### src/rtl/cinco_pkg.sv
// cinco_pkg: shared definitions for the cinco RV32I decode stage.
//   - RV32I major opcode constants
//   - instr_class_e : coarse instruction class handed to execute
//   - imm_type_e    : immediate format selector for imm_gen
//   - opc_to_class / class_to_imm_type : opcode decode helpers
package cinco_pkg;

    localparam logic [6:0] OPC_LUI      = 7'b0110111;
    localparam logic [6:0] OPC_AUIPC    = 7'b0010111;
    localparam logic [6:0] OPC_JAL      = 7'b1101111;
    localparam logic [6:0] OPC_JALR     = 7'b1100111;
    localparam logic [6:0] OPC_BRANCH   = 7'b1100011;
    localparam logic [6:0] OPC_LOAD     = 7'b0000011;
    localparam logic [6:0] OPC_STORE    = 7'b0100011;
    localparam logic [6:0] OPC_OP_IMM   = 7'b0010011;
    localparam logic [6:0] OPC_OP       = 7'b0110011;
    localparam logic [6:0] OPC_MISC_MEM = 7'b0001111;
    localparam logic [6:0] OPC_SYSTEM   = 7'b1110011;

    typedef enum logic [3:0] {
        CLASS_LUI     = 4'd0,
        CLASS_AUIPC   = 4'd1,
        CLASS_JAL     = 4'd2,
        CLASS_JALR    = 4'd3,
        CLASS_BRANCH  = 4'd4,
        CLASS_LOAD    = 4'd5,
        CLASS_STORE   = 4'd6,
        CLASS_OP_IMM  = 4'd7,
        CLASS_OP      = 4'd8,
        CLASS_SYSTEM  = 4'd9,
        CLASS_ILLEGAL = 4'd10
    } instr_class_e;

    typedef enum logic [2:0] {
        IMM_I    = 3'd0,
        IMM_S    = 3'd1,
        IMM_B    = 3'd2,
        IMM_U    = 3'd3,
        IMM_J    = 3'd4,
        IMM_NONE = 3'd5
    } imm_type_e;

    // Map a major opcode to its class. FENCE (MISC_MEM) has no class in
    // this pipeline, so it is routed to the trap path like any unknown opcode.
    function automatic instr_class_e opc_to_class(input logic [6:0] opc);
        instr_class_e cls;
        case (opc)
            OPC_LUI:      cls = CLASS_LUI;
            OPC_AUIPC:    cls = CLASS_AUIPC;
            OPC_JAL:      cls = CLASS_JAL;
            OPC_JALR:     cls = CLASS_JALR;
            OPC_BRANCH:   cls = CLASS_BRANCH;
            OPC_LOAD:     cls = CLASS_LOAD;
            OPC_STORE:    cls = CLASS_STORE;
            OPC_OP_IMM:   cls = CLASS_OP_IMM;
            OPC_OP:       cls = CLASS_OP;
            OPC_SYSTEM:   cls = CLASS_SYSTEM;
            default:      cls = CLASS_ILLEGAL;
        endcase
        return cls;
    endfunction

    // Immediate format used by each class; R-type and illegal carry none.
    function automatic imm_type_e class_to_imm_type(input instr_class_e cls);
        imm_type_e t;
        case (cls)
            CLASS_LUI, CLASS_AUIPC:                            t = IMM_U;
            CLASS_JAL:                                         t = IMM_J;
            CLASS_JALR, CLASS_LOAD, CLASS_OP_IMM, CLASS_SYSTEM: t = IMM_I;
            CLASS_STORE:                                       t = IMM_S;
            CLASS_BRANCH:                                      t = IMM_B;
            default:                                           t = IMM_NONE;
        endcase
        return t;
    endfunction

endpackage

### src/rtl/decode_stage_imm_gen.sv
// imm_gen: combinational RV32I immediate generator.
// Ports:
//   i_instr    [31:7] instruction word above the opcode field
//   i_imm_type [2:0]  imm_type_e format selector
//   o_imm      [31:0] sign-extended immediate (0 for IMM_NONE)
module imm_gen
    import cinco_pkg::*;
(
    input  logic [31:7] i_instr,
    input  logic [2:0]  i_imm_type,
    output logic [31:0] o_imm
);

    logic w_sign;
    assign w_sign = i_instr[31];

    // Reassemble the scattered immediate bits of each format.
    always_comb begin
        o_imm = 32'd0;
        case (i_imm_type)
            IMM_I:   o_imm = {{20{w_sign}}, i_instr[31:20]};
            IMM_S:   o_imm = {{20{w_sign}}, i_instr[31:25], i_instr[11:7]};
            IMM_B:   o_imm = {{19{w_sign}}, w_sign, i_instr[7], i_instr[30:25],
                              i_instr[11:8], 1'b0};
            IMM_U:   o_imm = {i_instr[31:12], 12'd0};
            IMM_J:   o_imm = {{11{w_sign}}, w_sign, i_instr[19:12], i_instr[20],
                              i_instr[30:21], 1'b0};
            default: o_imm = 32'd0;
        endcase
    end

endmodule

### src/rtl/decode_stage.sv
// decode_stage: registered ID stage of the cinco RV32I pipeline.
// Takes PC/instruction from fetch (valid/ready), drives the register-file
// read addresses combinationally, and latches decoded fields plus operands
// into a single-entry output register feeding execute.
// Ports:
//   clk, rst_n (async active-low), flush (kill held + incoming)
//   in_valid/in_ready/in_pc/in_instr     fetch side
//   rf_a1/rf_a2 -> rf_rd1/rf_rd2          register-file read port
//   wb_we/wb_a3/wb_wd3                    writeback (bypass + held refresh)
//   out_valid/out_ready/out_*             execute side
module decode_stage
    import cinco_pkg::*;
#(
    parameter int          XLEN     = 32,
    parameter logic [31:0] RESET_PC = 32'h0000_0000
) (
    input  logic            clk,
    input  logic            rst_n,
    input  logic            flush,
    input  logic            in_valid,
    output logic            in_ready,
    input  logic [XLEN-1:0] in_pc,
    input  logic [31:0]     in_instr,
    output logic [4:0]      rf_a1,
    output logic [4:0]      rf_a2,
    input  logic [XLEN-1:0] rf_rd1,
    input  logic [XLEN-1:0] rf_rd2,
    input  logic            wb_we,
    input  logic [4:0]      wb_a3,
    input  logic [XLEN-1:0] wb_wd3,
    output logic            out_valid,
    input  logic            out_ready,
    output logic [XLEN-1:0] out_pc,
    output logic [XLEN-1:0] out_rs1_val,
    output logic [XLEN-1:0] out_rs2_val,
    output logic [XLEN-1:0] out_imm,
    output logic [4:0]      out_rs1,
    output logic [4:0]      out_rs2,
    output logic [4:0]      out_rd,
    output logic [3:0]      out_class,
    output logic [2:0]      out_funct3,
    output logic            out_funct7b5,
    output logic            out_illegal
);

    // Output register
    logic            r_valid;
    logic [XLEN-1:0] r_pc;
    logic [XLEN-1:0] r_rs1_val;
    logic [XLEN-1:0] r_rs2_val;
    logic [XLEN-1:0] r_imm;
    logic [4:0]      r_rs1;
    logic [4:0]      r_rs2;
    logic [4:0]      r_rd;
    logic [3:0]      r_class;
    logic [2:0]      r_funct3;
    logic            r_funct7b5;
    logic            r_illegal;

    // Decode of the incoming instruction
    logic [4:0]      w_rs1;
    logic [4:0]      w_rs2;
    logic [4:0]      w_rd;
    instr_class_e    w_class;
    logic [2:0]      w_imm_type;
    logic [XLEN-1:0] w_imm;
    logic [XLEN-1:0] w_rs1_val;
    logic [XLEN-1:0] w_rs2_val;
    logic            w_accept;
    logic            w_stall;
    logic            w_refresh1;
    logic            w_refresh2;

    assign w_rs1      = in_instr[19:15];
    assign w_rs2      = in_instr[24:20];
    assign w_class    = opc_to_class(in_instr[6:0]);
    assign w_imm_type = class_to_imm_type(w_class);

    assign rf_a1    = w_rs1;
    assign rf_a2    = w_rs2;
    assign in_ready = !r_valid || out_ready;
    assign w_accept = in_valid && in_ready && !flush;

    // While execute stalls, a writeback to a held source register must be
    // folded into the held operand or the instruction would leave stale.
    assign w_stall    = r_valid && !out_ready;
    assign w_refresh1 = w_stall && wb_we && (wb_a3 != 5'd0) && (wb_a3 == r_rs1);
    assign w_refresh2 = w_stall && wb_we && (wb_a3 != 5'd0) && (wb_a3 == r_rs2);

    imm_gen u_imm_gen (
        .i_instr    (in_instr[31:7]),
        .i_imm_type (w_imm_type),
        .o_imm      (w_imm)
    );

    // Destination index: S/B-type have no rd, illegal must not write back.
    always_comb begin
        w_rd = in_instr[11:7];
        case (w_class)
            CLASS_STORE, CLASS_BRANCH, CLASS_ILLEGAL: w_rd = 5'd0;
            default:                                  w_rd = in_instr[11:7];
        endcase
    end

    // Operand select: the register file writes at the same edge we sample,
    // so a matching writeback is taken directly from wb_wd3.
    always_comb begin
        w_rs1_val = rf_rd1;
        w_rs2_val = rf_rd2;
        if (w_rs1 == 5'd0) begin
            w_rs1_val = '0;
        end else if (wb_we && (wb_a3 == w_rs1)) begin
            w_rs1_val = wb_wd3;
        end else begin
            w_rs1_val = rf_rd1;
        end
        if (w_rs2 == 5'd0) begin
            w_rs2_val = '0;
        end else if (wb_we && (wb_a3 == w_rs2)) begin
            w_rs2_val = wb_wd3;
        end else begin
            w_rs2_val = rf_rd2;
        end
    end

    // Valid flag: flush beats accept beats drain; otherwise hold.
    always_ff @(posedge clk or negedge rst_n) begin
        if (!rst_n) begin
            r_valid <= 1'b0;
        end else if (flush) begin
            r_valid <= 1'b0;
        end else if (w_accept) begin
            r_valid <= 1'b1;
        end else if (r_valid && out_ready) begin
            r_valid <= 1'b0;
        end else begin
            r_valid <= r_valid;
        end
    end

    // Payload: load on accept, otherwise hold with writeback refresh.
    always_ff @(posedge clk or negedge rst_n) begin
        if (!rst_n) begin
            r_pc       <= RESET_PC;
            r_rs1_val  <= '0;
            r_rs2_val  <= '0;
            r_imm      <= '0;
            r_rs1      <= 5'd0;
            r_rs2      <= 5'd0;
            r_rd       <= 5'd0;
            r_class    <= 4'd0;
            r_funct3   <= 3'd0;
            r_funct7b5 <= 1'b0;
            r_illegal  <= 1'b0;
        end else if (w_accept) begin
            r_pc       <= in_pc;
            r_rs1_val  <= w_rs1_val;
            r_rs2_val  <= w_rs2_val;
            r_imm      <= w_imm;
            r_rs1      <= w_rs1;
            r_rs2      <= w_rs2;
            r_rd       <= w_rd;
            r_class    <= w_class;
            r_funct3   <= in_instr[14:12];
            r_funct7b5 <= in_instr[30];
            r_illegal  <= (w_class == CLASS_ILLEGAL);
        end else begin
            if (w_refresh1) begin
                r_rs1_val <= wb_wd3;
            end
            if (w_refresh2) begin
                r_rs2_val <= wb_wd3;
            end
        end
    end

    assign out_valid    = r_valid;
    assign out_pc       = r_pc;
    assign out_rs1_val  = r_rs1_val;
    assign out_rs2_val  = r_rs2_val;
    assign out_imm      = r_imm;
    assign out_rs1      = r_rs1;
    assign out_rs2      = r_rs2;
    assign out_rd       = r_rd;
    assign out_class    = r_class;
    assign out_funct3   = r_funct3;
    assign out_funct7b5 = r_funct7b5;
    assign out_illegal  = r_illegal;

endmodule

### config.mk
export PLATFORM = sky130hd
export DESIGN_NAME = decode_stage
export DESIGN_NICKNAME = d
export VERILOG_FILES = /design/src/rtl/cinco_pkg.sv /design/src/rtl/decode_stage_imm_gen.sv /design/src/rtl/decode_stage.sv
export SDC_FILE = /design/constraint.sdc
export NUM_CORES = 1
export LEC_CHECK = 0
export CORE_ASPECT_RATIO = 1.5
export CORE_MARGIN = 2
export CORE_UTILIZATION = 38
export DETAILED_ROUTE_END_ITERATION = 6
export GPL_TIMING_DRIVEN = 1
export PLACE_DENSITY = 0.77
export RECOVER_POWER = 25
export SYNTH_ARGS = -nofsm -noshare
export SYNTH_HDL_FRONTEND = slang
export SYNTH_SLANG_ARGS = --single-unit
### constraint.sdc
create_clock -name clk -period 1.7 [get_ports clk]
set_input_delay 0.255 -clock clk [delete_from_list [all_inputs] [get_ports clk]]
set_output_delay 0.255 -clock clk [all_outputs]
set_load 0.03 [all_outputs]
Word level (Yosys, flattened, before mapping) --
Memory sizes are Yosys's and may differ from the RTL's. Cells that the tools add are included.
Storage, ports and cells: bits in registers 153, memory bits (read-only) 48, input port bits 171, output and inout bits 164, logic and storage cells 70, memories kept 1
Memories:
- (no name shown) | words 16, bits a word 3, rd ports 1, clocked after Yosys merged registers in 0, wr ports 0, line cinco_pkg.sv:66 | case (cls)
Cells by class: equality and inequality tests 21, mux-type cells 14, reduce and logical (&&, ||, !) cells 22
Operator list (count):
- 32-bit 2-to-1 mux | 8
- 32-bit one-hot mux with 5 select lines | 1
- 4-bit one-hot mux with 10 select lines | 1
- 7-bit == test, second input constant | 4
- 7-bit by 6-bit == test with 1-bit output, second input constant | 3
- 5-bit == test | 4
- 7-bit by 5-bit == test with 1-bit output, second input constant | 2
- 1-bit logical AND | 10
- 5-bit logical NOT | 2
- 4-bit by 3-bit == test with 1-bit output, second input constant | 2
- 7-bit by 2-bit == test with 1-bit output, second input constant | 1
- 3-bit by 2-bit == test with 1-bit output, second input constant | 2
- 5-bit 2-to-1 mux | 1
- 5-bit nonzero test | 1
- 4-bit == test, second input constant | 1
- 2-bit nonzero test | 2
- 3-bit by 1-bit == test with 1-bit output, second input constant | 1
- 3-bit == test, second input constant | 1
- 1-bit logical NOT | 3
- 3-bit logical NOT | 1
- 1-bit 2-to-1 mux | 3
- 3-bit nonzero test | 1
- 3-bit OR reduction | 1
- 1-bit logical OR | 1

Longest topological paths before layout --
word-level depth 7, gate-level depth with buffers 8, gate-level depth less buffers 6

Modules after synthesis --
From an unflattened synthesis, not the netlist that was laid out.
Second synthesis, totals: cells, all modules 817, area total of the unflattened synthesis 8266.7 µm²
By module, submodules not included:
- decode_stage | times used 1, cells each 723, area each 7726.2 µm², seq. area each 3828.7 µm²
- imm_gen | times used 1, cells each 94, area each 540.5 µm², seq. area each 0.0 µm²

Least setup slack after synthesis --
Ideal clock, no wire load.
path kind register -> register, start point register r_valid (netlist: out_valid), end point register r_imm[12] (netlist: out_imm[12]), library setup time 0.154 ns, data arrival time 1.933 ns, required time 1.546 ns, setup slack -0.387 ns, stages on the path, launching flop included 7, buffers on the path 1, clock period less this slack 2.087 ns, cell sequence dfrtp_1 > and2b_1 > inv_1 > nand3b_1 > buf_2 > a41oi_1 > a211oi_1
On the way: longest elaborated chain between the ends 4
RTL lines:
- start, declared | line decode_stage.sv:47 | logic r_valid;
- start signal, assigned | line decode_stage.sv:137 | r_valid <= r_valid;
- 1-bit logical NOT | line decode_stage.sv:81 | assign in_ready = !r_valid || out_ready;
- 1-bit logical OR | line decode_stage.sv:81
- named net in_ready | line decode_stage.sv:21 | output logic in_ready,
- 1-bit logical AND (2 in a row) | line decode_stage.sv:82 | assign w_accept = in_valid && in_ready && !flush;
- end signal, assigned | line decode_stage.sv:159 | r_imm <= w_imm;
- end, declared | line decode_stage.sv:51 | logic [XLEN-1:0] r_imm;
The timed path passes the listed nets, and every way through them passes these cells. A chain may end at the register's enable or synchronous reset.

Worst setup path in the final report --
start point input in_instr[24], end point register r_rs2_val[19] (netlist: out_rs2_val[19])
On the way: longest elaborated chain between the ends 5, elaborated cells between the ends (all ways) 6, classes of those cells 1 x eq/ne; 3 x mux; 2 x reduce/logical
RTL lines:
- start, declared | line decode_stage.sv:23 | input logic [31:0] in_instr,
- 5-bit == test | line decode_stage.sv:119 | end else if (wb_we && (wb_a3 == w_rs2)) begin
- 1-bit logical AND | line decode_stage.sv:119
- 32-bit 2-to-1 mux | line decode_stage.sv:119
- 32-bit 2-to-1 mux * | line decode_stage.sv:117 | if (w_rs2 == 5'd0) begin
- 32-bit 2-to-1 mux * | line decode_stage.sv:155 | end else if (w_accept) begin
- end signal, assigned | line decode_stage.sv:158 | r_rs2_val <= w_rs2_val;
- end signal, assigned | line decode_stage.sv:172 | r_rs2_val <= wb_wd3;
- end, declared | line decode_stage.sv:50 | logic [XLEN-1:0] r_rs2_val;
Every way passes the cells marked *; elsewhere a longest branch is shown, timed or not.

==> summary.md <==
| Metric | Value |
|---|---|
| Worst Path Required | `2.01 ns` |
| N_diodes | `0` |
| Placed Instance Area | `~11,000 um2` |
| RSZ-0062 raised after global routing | `yes` |
| CTS tree | `built` |
| Crit path max-delay family | `buffers and inverters` |
| Worst Hold Class | `in2reg` |
| DRC Markers | `0` |
| Layout cells sized above 1 | `23.6%` |
| Vias | `7,609` |
| Congestion Overflow GR | `0` |
| Core area | `18,500 um2` |
| Fin. max-slew vios | `0` |
| Routed wire length | `roughly 29,000 um` |
| Worst path slowest cell | `clkdlybuf4s50_1` |
| Peak supply drop | `752 uV` |
| Crit Path Class | `in2reg` |
| Top-count cell post-synth | `nand2_1` |
| Area growth syn-to-layout | `78.1%` |
| Post-Syn Instances | `772` |
| Async SR Flop Fraction | `100%` |
| Status | `finished with violations` |
| WP data arrival | `2.18 ns` |
| Worst slew pin tran | `~1 ns` |
| Syn. warnings | `0` |
| Post-synth EDFFs | `0` |
| Total CTS buffers | `17` |
| Most used DFF post-synth | `dfrtp_1` |
| DP HPWL | `20,000 um` |
| Hold path depth | `3` |
| Leakage power | `just under 0.006 uW` |
| Post-Syn Area | `7150 um2` |
| Max Cap Viol | `0` |
| Chip width | `116 um` |
| Die Y-Extent | `172 um` |
| First-pass DRT Iterations | `7` |
| Initial drt markers | `between 500 and 600` |
| Post-synthesis sequential area ratio | `53.5%` |
| Crit path largest cell delay | `roughly 0.65 ns` |
| #FFs+latches synth | `~150` |
| Fin crit share | `110%` |
| CTS Sinks | `153` |
| Worst r2r path cells | `7` |
| Remaining antenna violation count | `0` |
| Syn Area/Cell | `9.26 um2` |
| Setup Skew | `roughly 0.0089 ns` |
| Dominant cells by area after synthesis | `dfrtp_1 (54%), nand2_1 (9.9%), a22oi_1 (7.1%)` |
| Crit. path cell count | `7` |
| Total global-route track usage | `roughly 28%` |
| Crit-path cells | `clkdlybuf4s50_1, xnor2_1, nand4_1, o211a_4, buf_12, a22oi_1, a21oi_2` |
| Final instance area | `12,700 um2` |
| Clock-pin transition on the worst setup and hold timing paths | `0.06 ns` |
| Pwr/cell area | `slightly below 1000 nW/um2` |
| Top post-synthesis cells by count | `nand2_1 (188), dfrtp_1 (153), nor2_1 (82)` |
| Post-DR vias/cell | `5.28` |
| Reg2reg setup slack | `-0.14 ns` |
| Buf+Inv Stages, Crit Path | `2` |
| Insertion delay to the later sink of the worst-skew pair | `0.43 ns` |
| Yosys cell types | `57` |
| # port buffers | `334` |
| Layout Utilization | `69.0%` |
| Initial cell density of the core | `38.7%` |
| Crit start category | `input port` |
| Initial antenna violation count | `1` |
| GP Congestion | `0.962` |
| Largest net degree at the start of global routing | `50` |
| Root Buffer | `clkbuf_16` |
| Failing checks | `setup timing` |
| Area leader, netlist | `dfrtp_1` |
| CTS HTree Levels | `4` |
| Final Hold Vio Count | `0` |
| Clock buffer depth | `2` |
| CP Capture Type | `flop` |
| Final setup fails | `82` |
| First-pass GRT wire length | `42,700 um` |
| Setup TNS | `-5.73 ns` |
| # nets final | `~1,300` |
| Setup ws final | `-0.168 ns` |
| Boundary pin count | `between 300 and 400` |
| Wire length per cell | `20.3 um` |
| # rows | `approximately 60` |
| Vias in the first global route | `7,870` |
| Crit Path Max Fanout | `8` |
| Syn Nets | `around 940` |
| Top-area cell type share of the netlist area | `53.5%` |
| Tmin final | `1.87 ns` |
| Relative slew slack | `31.7%` |
| Die area | `20,000 um2` |
| Max Freq | `535 MHz` |
## layer usage
metal  part of all wire, %  track usage [%]  wire [um]
met4                   6.1             16.9       1780
met2                    53             50.9      15600
met1                    34             29.5       9960
met3                   6.5             7.78       1910
met5                 0.038                0         11
## power breakdown
part,leakage [uW],switching [uW],internal [uW]
clock,0.000327,1470,2800
sequential,0.00186,292,4120
combinational,0.00372,2300,1550
## state kept, by name (all words and copies together), names as in the netlist, 3 cells and up
register / cells
out_rs2: 5
out_rs1_val: 32
out_rs1: 5
out_funct3: 3
out_pc: 32
out_imm: 32
out_rd: 5
out_rs2_val: 32
out_class: 4
## final cells by class
cell class	instances	area (um2)
sequential	153	3830
clock inverter	7	160
fill	1438	5730
multi-input combinational	548	3470
timing repair buffer	450	4430
inverter	6	25.0
clock buffer	25	505
tap	252	315
## path summary, 6_finish.rpt
| path | from | endpoint |
|---|---|---|
| max in group asynchronous | rst_n | out_pc[8] |
| min in group asynchronous | rst_n | out_rs1_val[10] |
| max | in_instr[24] | out_rs2_val[19] |
| min | in_pc[26] | out_pc[26] |
| min reg2reg | out_pc[8] | out_pc[8] |
| max reg2reg | out_valid | out_rs2_val[19] |
## kinds of logic after synthesis
family | synth area share [%]
mux | 0.297
compound gates | 18.6
xor+xnor | 2.45
buf+inv | 4.99
simple gates | 20.2
flops | 53.5
## through the flow
stage                     setup WS [ns]  hold WS (ns)  power [uW]  std cells
final                            -0.168         0.356       12500       1441
after global routing             -0.209         0.343       13100       1441
after CTS                        -0.104         0.291       12400       1440
after detailed placement         -0.598         0.183        8300       1386
after global placement           -0.535         0.181        8230       1386
after floorplan                 -0.0810       -0.0406        6290        772
## placed cells by master (no fill, tap or decap), types with 4 or more instances in the layout
cell / instances
inv_1: 5
o21ai_0: 18
a211oi_2: 8
a22o_1: 5
clkbuf_8: 6
nor2_2: 18
clkbuf_16: 20
buf_12: 15
dlygate4sd2_1: 159
xnor2_1: 12
a22oi_2: 30
dfrtp_2: 4
dfrtp_1: 149
nand2_1: 187
buf_4: 77
nand4_1: 4
a22oi_1: 38
buf_16: 5
nand3_2: 10
xor2_1: 4
a21oi_1: 52
buf_6: 21
xnor2_2: 4
nor2_1: 56
bufinv_16: 5
clkdlybuf4s50_1: 161
nor2_4: 8
and2_1: 5
nand3_1: 15
a21oi_2: 19
## what timing repair did
| action | 4_1_cts | 5_1_grt |
|---|---|---|
| hold buffers | 1 | 0 |
| gates resized for setup | 219 | 85 |
| setup endpoints to repair | 252 | 124 |
| pin swaps | 2 | 32 |
| gates cloned | 7 | 4 |
| buffers inserted | 14 | 1 |
| endpoints found under the hold margin | 32 | 0 |
## worst reg2reg max path, stage by stage, from the launching register on
cell,delay (ns)
dfrtp_2,0.40
and2b_2,0.24
nor3b_4,0.24
buf_12,0.17
o31ai_4,0.09
buf_12,0.18
a22oi_1,0.31
a21oi_2,0.10
(Power assumes the default switching activity.)
